## src/rtl/key_cmd_fifo.sv

```systemverilog
// Command buffer between the PS/2 key decoder and the game logic.
// Captures one command per decoder handshake into a circular FIFO and counts overflow drops.
module key_cmd_fifo #(
  parameter int DATA_WIDTH = 3,
  parameter int DEPTH      = 8,
  parameter int LOG2_DEPTH = $clog2(DEPTH)
) (
  input  logic                  clock,
  input  logic                  reset,
  input  logic                  in_ready,
  input  logic [DATA_WIDTH-1:0] in_data,
  output logic                  in_read_fin,
  input  logic                  flush,
  output logic                  out_ready,
  output logic [DATA_WIDTH-1:0] out_data,
  input  logic                  out_read_fin,
  output logic [LOG2_DEPTH:0]   count,
  output logic [7:0]            drop_cnt
);

  // state | meaning
  // IDLE  | waiting for in_ready; a command is captured on the edge it is seen high
  // ACK   | in_read_fin asserted; held until the decoder drops in_ready
  typedef enum logic {
    IDLE = 1'b0,
    ACK  = 1'b1
  } up_state_t;

  localparam logic [LOG2_DEPTH:0]   FULL_CNT = (LOG2_DEPTH + 1)'(DEPTH);
  localparam logic [LOG2_DEPTH:0]   CNT_ONE  = (LOG2_DEPTH + 1)'(1);
  localparam logic [LOG2_DEPTH-1:0] PTR_ONE  = LOG2_DEPTH'(1);

  up_state_t state, state_next;

  logic [DATA_WIDTH-1:0] mem [DEPTH];
  logic [LOG2_DEPTH-1:0] wp, rp;
  logic                  capture;
  logic                  pop;
  logic                  push;
  logic                  drop;

  always_ff @(posedge clock or posedge reset) begin
    if (reset) begin
      state <= IDLE;
    end else begin
      state <= state_next;
    end
  end

  always_comb begin
    state_next = state;
    capture    = 1'b0;
    case (state)
      IDLE: begin
        if (in_ready) begin
          capture    = 1'b1;
          state_next = ACK;
        end
      end
      ACK: begin
        if (!in_ready) begin
          state_next = IDLE;
        end
      end
      default: state_next = IDLE;
    endcase
  end

  assign in_read_fin = (state == ACK);

  // A full FIFO still accepts a capture when the head leaves on the same edge.
  // Flush wins over everything, and a capture lost to flush is not an overflow.
  assign pop  = out_read_fin && (count != '0);
  assign push = capture && !flush && ((count != FULL_CNT) || pop);
  assign drop = capture && !flush && !push;

  always_ff @(posedge clock) begin
    if (push) begin
      mem[wp] <= in_data;
    end
  end

  always_ff @(posedge clock or posedge reset) begin
    if (reset) begin
      wp    <= '0;
      rp    <= '0;
      count <= '0;
    end else if (flush) begin
      wp    <= '0;
      rp    <= '0;
      count <= '0;
    end else begin
      if (push) begin
        wp <= wp + PTR_ONE;
      end
      if (pop) begin
        rp <= rp + PTR_ONE;
      end
      case ({push, pop})
        2'b10:   count <= count + CNT_ONE;
        2'b01:   count <= count - CNT_ONE;
        default: count <= count;
      endcase
    end
  end

  always_ff @(posedge clock or posedge reset) begin
    if (reset) begin
      drop_cnt <= '0;
    end else if (drop && (drop_cnt != 8'hFF)) begin
      drop_cnt <= drop_cnt + 8'd1;
    end
  end

  assign out_ready = (count != '0);
  assign out_data  = mem[rp];

endmodule

```

## config.mk

```make
export PLATFORM = sky130hd
export DESIGN_NAME = key_cmd_fifo
export DESIGN_NICKNAME = d
export VERILOG_FILES = /design/src/rtl/key_cmd_fifo.sv
export SDC_FILE = /design/constraint.sdc
export NUM_CORES = 1
export LEC_CHECK = 0
export CAP_MARGIN = 20
export CORE_ASPECT_RATIO = 0.7
export CORE_MARGIN = 8
export CORE_UTILIZATION = 59
export CTS_CLUSTER_SIZE = 8
export DETAILED_ROUTE_END_ITERATION = 10
export GPL_TIMING_DRIVEN = 0
export HOLD_SLACK_MARGIN = 0.02
export MAX_ROUTING_LAYER = met4
export PLACE_DENSITY = 0.84
export SETUP_SLACK_MARGIN = 0.5
export SYNTH_ARGS = -nofsm -noshare
export SYNTH_HDL_FRONTEND = slang
export SYNTH_SLANG_ARGS = --single-unit
```

## constraint.sdc

```tcl
create_clock -name clock -period 5.45 [get_ports clock]
set_clock_uncertainty 0.1 [all_clocks]
set_input_delay 0.545 -clock clock [delete_from_list [all_inputs] [get_ports clock]]
set_output_delay 0.545 -clock clock [all_outputs]
set_load 0.01 [all_outputs]
```

### Word-level counts from Yosys, hierarchy flattened

Memory sizes are Yosys's and may differ from the RTL's.
Index checks and enable logic that the tools add are counted.

| storage, ports and cells | value |
|---|---|
| word-level logic and storage cells | 37 |
| bits in writable memories | 24 |
| output and inout bits | 17 |
| input port bits | 8 |
| memories kept | 1 |
| bits in registers | 19 |

| operators by class | value |
|---|---|
| equal/unequal tests | 4 |
| $add $sub $neg | 5 |
| mux-type cells | 10 |
| reductions and logical operators | 12 |

Memories:

| memory | words | bits a word | read ports | clocked after Yosys merged registers in | write ports | RTL line | source |
|---|---|---|---|---|---|---|---|
| mem | 8 | 3 | 1 | 0 | 1 | 35 | `logic [DATA_WIDTH-1:0] mem [DEPTH];` |

Operator list:

| kind | count |
|---|---|
| two-way mux 3 bit | 4 |
| adder 8 x 1 -> 8 bit (second input constant) | 1 |
| != test 8 bit (second input constant) | 1 |
| one-hot mux 4 bit (2 select lines) | 1 |
| adder 3 x 1 -> 3 bit (second input constant) | 2 |
| logical AND 1 bit | 5 |
| adder 4 x 1 -> 4 bit (second input constant) | 1 |
| two-way mux 1 bit | 4 |
| two-way mux 4 bit | 1 |
| != test 4 bit (second input constant) | 1 |
| nonzero test 2 bit | 2 |
| nonzero test 4 bit | 1 |
| subtractor 4 x 1 -> 4 bit (second input constant) | 1 |
| nonzero test 3 bit | 1 |
| equality test 2 x 1 -> 1 bit (second input constant) | 1 |
| equality test 2 bit (second input constant) | 1 |
| zero test 1 bit | 2 |
| logical OR 1 bit | 1 |

### Longest topological paths before layout

Gate-level depths: netlist of the first run.

| logic depth | value |
|---|---|
| word-level depth | 7 |
| depth in mapped cells | 7 |
| gate-level depth less buffers | 7 |

### Least setup slack after synthesis of the first run

Ideal clock, no wire load.

| path | value |
|---|---|
| path type | register to register |
| start | reg count[1] |
| end | reg count[3] |
| required time | 5.222 ns |
| library setup time | 0.128 ns |
| arrival | 2.256 ns |
| slack | 2.966 ns |
| stages on the path, launching flop included | 8 |
| cell sequence | dfrtp_1 o41ai_4 nor2_1 ha_1 a21o_1 a21oi_1 mux2i_1 mux2_1 |

| between the ends | value |
|---|---|
| longest elaborated chain between the ends | 7 |

RTL lines:

| what | RTL line | source |
|---|---|---|
| from (decl) | 17 | `output logic [LOG2_DEPTH:0] count,` |
| from (signal assigned) | 100 | `2'b10: count <= count + CNT_ONE;` |
| from (signal assigned) | 101 | `2'b01: count <= count - CNT_ONE;` |
| from (signal assigned) | 102 | `default: count <= count;` |
| nonzero test 4 bit | 73 | `assign pop = out_read_fin && (count != '0);` |
| logical AND 1 bit | 73 |  |
| logical OR 1 bit | 74 | `assign push = capture && !flush && ((count != FULL_CNT) \|\| pop);` |
| logical AND 1 bit | 74 |  |
| equality test 2 x 1 -> 1 bit / equality test 2 bit (equally long branches) | 99 | `case ({push, pop})` |
| one-hot mux 4 bit (2 select lines) | 99 |  |
| two-way mux 4 bit | 88 | `end else if (flush) begin` |

Several ways; a longest one is shown, not always the timed one.
A chain may end at the register's enable or synchronous reset.

### Worst setup path after layout of the first run

| path | value |
|---|---|
| start | in out_read_fin |
| end | reg count[3] |

| between the ends | value |
|---|---|
| longest elaborated chain between the ends | 6 |

RTL lines:

| what | RTL line | source |
|---|---|---|
| from (decl) | 16 | `input logic out_read_fin,` |
| logical AND 1 bit (*) | 73 |  |
| logical OR 1 bit | 74 |  |
| logical AND 1 bit | 74 |  |
| equality test 2 x 1 -> 1 bit / equality test 2 bit (equally long branches) | 99 |  |
| one-hot mux 4 bit (2 select lines) | 99 |  |
| two-way mux 4 bit | 88 |  |

Every way passes the cells marked *; elsewhere a longest branch is shown, timed or not.

==> flow_metrics.py, run 1 <==
metrics = {
    "floorplanning": {
        "core_um2": 3450,
        "die_area_um2": 5730,
        "start_util_pct": 60.6,
        "boundaryPins": 25,
        "row_count": 18,
        "fp.dieH_um": 65.8,
        "die_x_um": 87.1,
    },
    "drt": {
        "drc": 0,
        "wl_um": 4160,
        "drtAntennaViolNets": 0,
        "drt_first_pass_iters": 4,
        "vias": 1321,
        "wl_per_cell_um": 18.3,
        "vias_per_cell": 5.82,
        "drt_first_iter_violations": 98,
    },
    "synthesis": {
        "yosysUniqueCellTypes": 43,
        "synth_edf_count": 24,
        "synth_nets": 159,
        "syn_area_um2": 2090,
        "yosysTopAreaCell": "edfxtp_1",
        "synth_area_leaders": "edfxtp_1 (35%), dfrtp_1 (23%), mux4_2 (6.5%)",
        "ys.warnings.count": 0,
        "yosysMostFrequentCell": "edfxtp_1",
        "ys_ff_latch": 43,
        "async_reset_ff_share_pct": 44.2,
        "yosysTopAreaCellShare_pct": 34.5,
        "synth_common_cells": "edfxtp_1 (24), dfrtp_1 (19), nor2_1 (11)",
        "syn_inst": 145,
        "seq_area_frac_synth_pct": 57.3,
        "avgSynthCellArea_um2": 14.4,
        "synthFlopType": "edfxtp_1",
    },
    "grt": {
        "grt_antenna_before_repair": 0,
        "first_global_vias": 1373,
        "grt_start_max_net_pins": 20,
        "overflow": 0,
        "grt_pass1_wl_um": 6760,
        "track_usage_pct": 16.3,
    },
    "critical_path": {
        "path_max_fanout": 9,
        "startpoint_type": "primary input",
        "cp_top_family": "multiplexers",
        "worst-path-buf-inv": 1,
        "critPathKind": "primary input to flop",
        "slowest_stage": "clkdlybuf4s50_1",
        "r2r_slack_ns": 2.75,
        "timing.rr.end": "count[3]",
        "critPathArrivalTime_ns": 2.97,
        "cpPeakStageDelay_ns": 0.57,
        "crit-reg2reg-launch": "count[1]",
        "ff2ff_path_depth": 7,
        "crit_path_cell_trace": "clkdlybuf4s50_1 -> o41ai_4 -> nor2_1 -> ha_1 -> a21o_1 -> a21oi_1 -> mux2i_1 -> mux2_1",
        "required_ns": 5.53,
        "end_kind": "flop",
    },
    "cts": {
        "insertion_delay_ns": 0.30,
        "cts-buffers-inserted": 5,
        "post_cts_buffers": 0,
        "cts_root_buf": "clkbuf_8",
        "cts_sinks": 43,
        "htree_levels": 2,
        "ctsResizeCount": 0,
        "path_clk_slew_ns": 0.07,
        "ctsHoldBuffers": 0,
        "clockBufferDepth": 2,
        "cts_tree": "built",
    },
    "placement": {
        "dpl.hpwl_um": 2980,
        "gp_congestion": 0.880,
        "pre_cts_slack_ns": 2.25,
        "placed_area_um2": 2390,
        "port_buffers": 24,
    },
    "final_layout": {
        "area_growth_syn_to_layout_pct": 20.1,
        "finalNetCount": 190,
        "antennaDiodeCount": 0,
        "layout-drive-gt1-share_pct": 16.9,
        "design_area_um2": 2510,
    },
    "pwr": {
        "p_per_area_nw_per_um2": 390,
        "ir_worst_vdd_v": 0.000306,
        "leakagePower_nw": 0.983,
        "p_total_mw": 0.978,
    },
    "sta": {
        "fin_crit_sh_pct": 53.0,
        "fin_ws_ns": 2.56,
        "hold_viol_final": 0,
        "period_needed_ns": 2.89,
        "relSlewSlack_pct": 46.5,
        "tightest_slew_ns": 0.795,
        "finalSetupViolCount": 0,
        "grt_setup_unrepaired": "false",
        "drv_slew": 0,
        "fmax_mhz": 346,
        "fin_tns_setup_ns": 0,
    },
    "status": {
        "outcome": "complete, no violations",
    },
    "hold_path": {
        "hold_path_class": "flop to flop",
        "min_from": "drop_cnt[5]",
        "hold_end": "drop_cnt[5]",
        "hold_depth": 1,
    },
    "run": {
        "max_cap_viol_count": 0,
    },
}
metal layers:
layer / share of wire (%) / up-vias / global-route usage [%]
met3: 5.3 / 9 / 3.86
met5: 0 / - / -
met1: 43 / 662 / 19.9
met2: 50 / 51 / 25.2
li1: - / 599 / -
met4: 1.6 / 0 / 7.91
sequential cells by signal (all words and copies together) (netlist names):
signal and flops:
mem 24, drop_cnt 8, count 4, rp 3, wp 3, in_read_fin 1
power by group:
part / leakage [nW] / internal, mW / switching (mW)
registers: 0.474 / 0.367 / 0.0502
clock network: 0.0612 / 0.148 / 0.104
logic: 0.448 / 0.167 / 0.141
total: 0.983 / 0.682 / 0.296
worst register-to-register path, stage by stage, from the launching register on:
cell	delay [ns]
dfrtp_1	0.52
o41ai_4	0.48
nor2_1	0.22
ha_1	0.32
a21o_1	0.18
a21oi_1	0.18
mux2i_1	0.25
mux2_1	0.33
how the worst max path moves through the flow:
| stage | depth (start not counted) | startpoint | to |
|---|---|---|---|
| 2_1_floorplan | 7 | count[1] | count[3] |
| 3_3_place_gp | 8 | out_read_fin | count[3] |
| 3_5_place_dp | 8 | out_read_fin | count[3] |
| 4_1_cts | 4 | rp[0] | out_data[1] |
| 5_1_grt | 8 | out_read_fin | count[3] |
| 6_report | 8 | out_read_fin | count[3] |
final cells by class:
cell class / instances / area, um^2
well taps: 50 / 62.6
clock buffers: 6 / 82.6
inverters: 1 / 3.75
flip-flops and latches: 43 / 1200
clock inverters: 2 / 35.0
repair buffers: 24 / 240
multi-input cells: 97 / 863
plain buffers: 4 / 23.8
fillers: 239 / 938
stage by stage:
stage,utilization (%),hold slack [ns],instances
final,72.8,0.420,227
after CTS,72.8,0.415,227
after global placement,69.4,0.390,219
after floorplan,-,0.396,145
after detailed placement,69.4,0.396,219
after global routing,72.8,0.442,227
placed cells by master, fill, tap and decap left out, drive strengths merged, types with 2 or more instances in the layout:
master and count:
nor2 11, a2111oi 2, buf 2, nand2b 6, xor2 9, xnor2 2, o21ai 3, nor3 9
a21oi 3, nand3 4, dfrtp 19, edfxtp 24, ha 5, mux2 5, nand2 10, mux2i 2
mux4 6, clkbuf 8, nor3b 4, a21o 2, clkdlybuf4s50 24
logic make-up after synthesis:
logic type / synth area share [%]
buf+inv: 1.32
simple gates: 14.7
mux: 10.1
fa+ha+maj: 3.96
xor+xnor: 4.62
compound gates: 7.97
flops: 57.3
Note: power is estimated with default switching activity, not from simulation.
==> run 2: changes to the inputs <==
Settings changed: CORE_UTILIZATION 59 to 55, PLACE_DENSITY 0.84 to 0.79.
Clock period 5.45 ns to 2.8 ns, I/O delays scaled along.
==> flow_metrics.py, run 2 (synthesized netlist as in run 1, its figures left out) <==
metrics = {
    "sta": {
        "period_needed_ns": 2.31,
        "relSlewSlack_pct": 49.4,
        "finalSetupViolCount": 0,
        "fin_crit_sh_pct": 82.4,
        "fmax_mhz": 433,
        "hold_viol_final": 0,
        "fin_tns_setup_ns": 0,
        "tightest_slew_ns": 0.758,
        "grt_setup_unrepaired": "true",
        "drv_slew": 0,
    },
    "final_layout": {
        "antennaDiodeCount": 0,
        "design_area_um2": 2630,
        "layout_commonest_cell": "edfxtp_1",
        "reg.largest.list": "mem x24, drop_cnt x8, count x4",
        "mostFrequentLayoutCells": "edfxtp_1 (24), clkdlybuf4s50_1 (21), dfrtp_1 (15)",
        "largest_reg_flops": 24,
        "top_register": "mem",
        "area_growth_syn_to_layout_pct": 25.8,
        "layout-drive-gt1-share_pct": 28.3,
        "finalNetCount": 204,
        "finalNonFillerCells": 241,
    },
    "pwr": {
        "pwr-share-seq_pct": 40.2,
        "pwr-share-clk_pct": 19.8,
        "p_total_mw": 2.00,
        "comb_power_share_pct": 40.0,
        "ir_worst_vdd_v": 0.000434,
        "p_int_mw": 1.36,
        "p_per_area_nw_per_um2": 761,
        "p_sw_mw": 0.642,
        "leakagePower_nw": 1.04,
        "p_sw_share_pct": 32.1,
    },
    "drt": {
        "drtAntennaViolNets": 0,
        "vias_per_cell": 5.67,
        "wl_um": 4380,
        "drc": 0,
        "wl_per_cell_um": 18.2,
        "drt_first_pass_iters": 4,
        "vias": 1366,
        "drt_first_iter_violations": 64,
    },
    "status": {
        "outcome": "complete, no violations",
    },
    "critical_path": {
        "end_kind": "flop",
        "crit-reg2reg-launch": "count[0]",
        "startpoint_type": "flop",
        "timing.rr.end": "count[2]",
        "required_ns": 2.85,
        "path_max_fanout": 5,
        "critPathArrivalTime_ns": 2.36,
        "critPathKind": "flop to flop",
        "r2r_slack_ns": 0.49,
        "ff2ff_path_depth": 8,
    },
    "floorplanning": {
        "die_x_um": 89.6,
        "core_um2": 3580,
        "row_count": 18,
        "boundaryPins": 25,
        "fp.dieH_um": 67.5,
        "die_area_um2": 6050,
        "start_util_pct": 58.3,
    },
    "cts": {
        "insertion_delay_ns": 0.29,
        "htree_levels": 2,
        "path_clk_slew_ns": 0.08,
        "cts_root_buf": "clkbuf_8",
        "cts_sinks": 43,
        "clockBufferDepth": 2,
        "cts_tree": "built",
        "ctsHoldBuffers": 0,
        "cts-buffers-inserted": 5,
    },
    "grt": {
        "first_global_vias": 1462,
        "grt_antenna_before_repair": 0,
        "grt_pass1_wl_um": 7010,
        "overflow": 0,
        "track_usage_pct": 16.1,
        "grt_start_max_net_pins": 20,
    },
    "placement": {
        "placed_cells": 219,
        "port_buffers": 24,
        "placed_area_um2": 2400,
        "dpl.hpwl_um": 2950,
        "gp_congestion": 0.805,
    },
    "run": {
        "max_cap_viol_count": 0,
    },
    "hold_path": {
        "hold_path_class": "primary input to asynchronous set/reset pin",
    },
}
==> run 2: worst max path at each step <==
stage / from / end / slack, ns / depth (start not counted)
floorplan: count[0] / count[3] / 0.45 / 7
global placement: flush / count[3] / 0.07 / 8
detailed placement: flush / count[3] / 0.02 / 8
CTS: rp[0] / out_data[1] / 0.49 / 4
global route: count[0] / count[3] / 0.45 / 7
finish: count[0] / count[2] / 0.49 / 8
==> run 2: what timing repair did <==
| action | 4_1_cts | 5_1_grt |
|---|---|---|
| gates resized for setup | 8 | 7 |
| buffers inserted | 9 | 5 |
| pin swaps | 5 | 1 |
| setup endpoints to repair | 7 | 8 |
==> run 2: final cells by class <==
cell class                 count  area, um^2
tap                           50        62.6
buffer                         4        31.3
multi-input combinational     97         895
clock inverter                 1        5.00
sequential                    43        1200
fill                         228         956
inverter                       1        3.75
clock buffer                   7        86.3
timing repair buffer          38         340
==> run 2: worst max-delay path, cell delays in order (launching register included) <==
cell and delay, ns:
dfrtp_2 0.44, o41ai_4 0.45, nor2_4 0.08, buf_4 0.15, buf_4 0.15, fa_2 0.35, xnor2_1 0.19, o21ai_0 0.12
nor3b_2 0.16
==> run 2: power groups by stage <==
stage	sequential [mW]	combinational, mW	clock, mW
2_1_floorplan	0.824	0.397	0
3_3_place_gp	0.822	0.601	0
3_5_place_dp	0.833	0.620	0
4_1_cts	0.801	0.726	0.403
5_1_grt	0.808	0.853	0.427
6_report	0.803	0.799	0.397
==> run 2: routing by layer <==
metal | track usage [%] | up-vias | routed length (um)
met4 | 5.36 | 0 | 44
met3 | 4.36 | 7 | 203
met1 | 19.9 | 691 | 1990
li1 | - | 628 | -
met2 | 25.0 | 40 | 2150
met5 | - | - | 0
==> run 2: per-stage QoR <==
stage / util (%) / setup slack [ns] / hold slack (ns)
after global placement: 67.1 / 0.0676 / 0.389
after floorplan: - / 0.452 / 0.131
final: 73.3 / 0.493 / 0.328
after detailed placement: 67.1 / 0.0234 / 0.394
after global routing: 73.3 / 0.451 / 0.359
after CTS: 72.0 / 0.492 / 0.347
